<file path="src/rtl/fifo_rd_stream.sv">
// Read-side controller for fifo_syn: issues FIFO reads and re-presents the words as a
// valid/ready stream through a 2-entry buffer that hides the FIFO's one-cycle read latency.
module fifo_rd_stream #(
   parameter int WIDTH = 8
) (
   input  logic             clk,
   input  logic             rst,
   input  logic             fifo_empty,
   input  logic [WIDTH-1:0] fifo_q,
   output logic             fifo_rd,
   output logic [WIDTH-1:0] m_data,
   output logic             m_valid,
   input  logic             m_ready,
   input  logic             flush,
   output logic [1:0]       level
);

   logic [1:0]       occ_q, occ_d;
   logic             inflight_q;
   logic [WIDTH-1:0] buf0_q, buf0_d;
   logic [WIDTH-1:0] buf1_q, buf1_d;
   logic             pop;
   logic             arrival;
   logic [2:0]       committed;

   assign m_valid = (occ_q != 2'd0);
   assign m_data  = buf0_q;
   assign level   = occ_q;
   assign pop     = m_valid & m_ready;
   assign arrival = inflight_q;

   // Slots already spoken for after this cycle's pop; a new read needs one free slot.
   assign committed = {1'b0, occ_q} + {2'b00, inflight_q} - {2'b00, pop};
   assign fifo_rd   = ~rst & ~flush & ~fifo_empty & (committed < 3'd2);

   always_comb begin
      occ_d  = occ_q;
      buf0_d = buf0_q;
      buf1_d = buf1_q;
      if (flush) begin
         occ_d = 2'd0;
      end else begin
         case ({pop, arrival})
            2'b01: begin
               if (occ_q == 2'd0) buf0_d = fifo_q;
               else               buf1_d = fifo_q;
               occ_d = occ_q + 2'd1;
            end
            2'b10: begin
               buf0_d = buf1_q;
               occ_d  = occ_q - 2'd1;
            end
            2'b11: begin
               // Occupancy unchanged; the arriving word goes wherever the new tail is.
               if (occ_q == 2'd1) begin
                  buf0_d = fifo_q;
               end else begin
                  buf0_d = buf1_q;
                  buf1_d = fifo_q;
               end
            end
            default: ;
         endcase
      end
   end

   always_ff @(posedge clk or posedge rst) begin
      if (rst) begin
         occ_q      <= 2'd0;
         inflight_q <= 1'b0;
         buf0_q     <= '0;
         buf1_q     <= '0;
      end else begin
         occ_q      <= occ_d;
         inflight_q <= fifo_rd;
         buf0_q     <= buf0_d;
         buf1_q     <= buf1_d;
      end
   end

endmodule
</file>
<file path="config.mk">
export PLATFORM = sky130hd
export DESIGN_NAME = fifo_rd_stream
export DESIGN_NICKNAME = d
export VERILOG_FILES = /design/src/rtl/fifo_rd_stream.sv
export SDC_FILE = /design/constraint.sdc
export NUM_CORES = 1
export LEC_CHECK = 0
export BUFFER_PORTS_ARGS = -buffer_cell sky130_fd_sc_hd__buf_4
export CORE_MARGIN = 4
export CORE_UTILIZATION = 51
export DETAILED_ROUTE_END_ITERATION = 8
export GPL_TIMING_DRIVEN = 0
export PLACE_DENSITY = 0.85
export SYNTH_ARGS = -nofsm -noshare
export SYNTH_HDL_FRONTEND = slang
export SYNTH_SLANG_ARGS = --single-unit
</file>
<file path="constraint.sdc">
create_clock -name clk -period 3.4 [get_ports clk]
set_input_delay 0.68 -clock clk [delete_from_list [all_inputs] [get_ports clk]]
set_output_delay 0.68 -clock clk [all_outputs]
set_load 0.01 [all_outputs]
</file>
==> summary.md <==
| Metric | Value |
|---|---|
| # IOs | 25 |
| Clock Skews | 0.001549 ns |
| Detailed Place HPWL | 1619 um |
| GPL Wtd Cong | slightly above 0.7 |
| Synth Area in Compound Gates | 19.12% |
| Worst vdd ir | around 0.00043 V |
| Post-Syn Area | between 0.001 and 0.0015 mm2 |
| ANT nets after route | 0 |
| I/O Buffers | 24 |
| Crit path setup slack, layout | roughly 0.19 ns |
| Most frequent cells in the layout | 24 x buf_4, 18 x dfrtp_1, 16 x o21ai_0 |
| CTS clk-pin slew, worst paths | 0.11 ns |
| Seq cells post-synth | 19 |
| Synth Area in Adders | 8.039% |
| Layout area overhead | 23.63% |
| Status | finished, final reports clean |
| Die area | roughly 0.0028 mm2 |
| Vias in the first global route | 809 |
| Cell count after synthesis | 93 |
| Total Routing Usage GR | 18.75% |
| Max_cap viols | 0 |
| Rel. slew slack | between 50 and 60% |
| Share of layout cells above drive strength 1 | 37.19% |
| Gate power share | 49.8% |
| Critical Path End Type | output port |
| Sequential share of power | 39.0% |
| Area leader, netlist | dfrtp_1 |
| Initial antenna violation count | 0 |
| Remaining DRCs | 0 |
| Tightest hold margin | between 0.4 and 0.5 ns |
| XOR/XNOR Fraction of Synth Area | 1.705% |
| Global-route wire length before repair | 3815 um |
| FP Rows | 15 |
| CP startpoint kind | flip-flop |
| Die Span X | approximately 53 um |
| Post-Place Cells | around 140 |
| Max Buffers Root-to-Sink | 2 |
| Initial Util | between 50% and 60% |
| Unrepaired setup endpoints after global routing | false |
| Most common cell after layout, fill and taps aside | buf_4 |
| Fin. Hold Viols | 0 |
| Largest net degree at the start of global routing | 20 |
| Register area share after synthesis | around 46% |
| Core area | 0.001821 mm2 |
| Routed vias | 801 |
| GRT overflow | 0 |
| Sw frac | 36.85% |
| Synth cell types | 23 |
| Placement Setup Slack | approximately 0.42 ns |
| Crit path kind | flip-flop to output port |
| CTS tree | yes |
| Drt pass-1 iters | 4 |
| Final #Nets | 141 |
| FMAX | 0.3118 GHz |
| Final TNS setup | 0 ns |
| Multiplexer share of the synthesized area | 12.79% |
| TritonCTS buffer count | 3 |
| Reg2reg path depth | 8 |
| Largest family of logic cells by synthesized area | compound AO/OA/AOI/OAI gates |
| Setup violators final | 0 |
| Leak | 0.0006026 uW |
| Synthesis Warnings | 0 |
| Post-synth top area share | between 40% and 50% |
| Worst-margin pin slew | 0.6810 ns |
| Sw Pwr | 378.6 uW |
| Clk sink count | 19 |
| FF-to-FF Start | level[0] |
| Syn avg cell area | 11.05 um2 |
| Non-Filler Instances | 146 |
| CTS H-Tree Depth | 1 |
| P_int | roughly 650 uW |
| WL per Instance | 14.68 um |
| CP startpoint | level[0] |
| Post-CTS Setup Repair Bufs | 0 |
| Die height | roughly 53 um |
| Root buffer cell | clkbuf_4 |
| Hold Buf Count CTS | 0 |
| Diode count | 0 |
| HP Class | primary input to asynchronous set/reset pin |
| Arrival time worst endpoint | 2.53 ns |
| Required @ worst endpoint | between 2 and 3 ns |
| Area contributors post-synth | dfrtp_1 46%, mux2_4 12%, o21ai_0 7.8% |
| Syn nets | 112 |
| Final WL | 2143 um |
| Drt via density | 5.486 |
| Critical Path Fanout Max | 4 |
| Skew-Pair Late Insertion Delay | around 0.3 ns |
| PwrDens | 809.0 mW/mm2 |
| Period utilization | 94.34% |
| 1st-iter DRT viols | 8 |
| Post-layout minimum cycle time | 3.207 ns |
| Clock Power Share | 11.2% |
| Final Max Slew Viols | 0 |
| Simple-Gate Fraction of Synth Area | under 10% |
metal layers:
layer / part of all wire (%) / global-route usage [%] / vias up / routed length, um
li1: - / - / 388 / -
met1: 45 / 25.68 / 373 / 970
met2: 46 / 28.72 / 34 / 980
met3: 6.2 / 2.817 / 6 / 132
met4: 2.8 / 9.362 / 0 / 59
met5: 0 / 0 / - / 0
critical path: stages (launching register included):
cell      delay (ns)
dfrtp_1         0.43
inv_1           0.09
ha_1            0.26
nor2b_2         0.18
ha_1            0.24
nand2b_1        0.15
fa_1            0.38
xnor2_1         0.15
and4_1          0.22
buf_4           0.12
cell usage after synthesis:
library cell,count
mux2_4,8
mux2_2,1
a2111o_1,1
buf_2,1
and4_1,1
buf_6,2
nand2b_1,1
a21oi_1,8
and2_4,1
nor2_1,4
nor2b_1,2
xnor2_1,2
a31oi_1,8
a211oi_1,2
o21ai_0,16
inv_2,1
inv_1,6
and2_1,1
fa_1,1
dfrtp_1,19
and2b_2,1
ha_1,5
clkbuf_1,1
state kept, by name (all words and copies together), names as in the netlist:
name	cells
buf1_q	8
m_data	8
level	2
arrival	1
cell type report:
cell class | instances | area [um2]
flip-flops and latches | 19 | 476.7
fillers | 133 | 550.5
plain buffers | 4 | 31.28
clock buffers | 3 | 22.52
multi-input cells | 63 | 496.7
repair buffers | 24 | 180.2
clock inverters | 1 | 5.005
well taps | 25 | 31.28
inverters | 7 | 26.28
cells by family after synthesis:
group | Yosys count
buffers and inverters | 11
XOR/XNOR | 2
flip-flops | 19
multiplexers | 9
AND/OR/NAND/NOR | 11
adder cells (fa/ha/maj) | 6
AO/OA/AOI/OAI | 35
per-stage QoR:
stage | utilization [%] | total power, uW | instance area, um2
final | 69.76 | 1027 | 1270
after global routing | 69.76 | 1110 | 1270
after CTS | 69.55 | 1029 | 1266
after detailed placement | 68.04 | 907.0 | 1239
after global placement | 68.04 | 884.6 | 1239
after floorplan | - | 720.0 | 1027
power groups by stage:
stage / Clock [uW] / Sequential [uW] / Combinational [uW]
after global routing: 131 / 416 / 563
final: 115 / 400 / 512
after global placement: 0 / 393 / 491
after CTS: 118 / 399 / 512
after floorplan: 0 / 416 / 304
after detailed placement: 0 / 401 / 506
repair_timing:
item / 4_1_cts / 5_1_grt
resized for setup: 0 / 2
endpoints found under the hold margin: 0 / 0
endpoints found under the setup margin: 0 / 1
path summary, 6_finish.rpt:
path                        endpoint  slack (ns)
max                          fifo_rd        0.19
min                        m_data[2]        0.48
max reg2reg                buf1_q[0]        1.12
min reg2reg                buf1_q[3]        0.52
max in group asynchronous   level[1]        2.45
min in group clk           buf1_q[3]        0.52
Note: power is estimated with default switching activity, not from simulation.
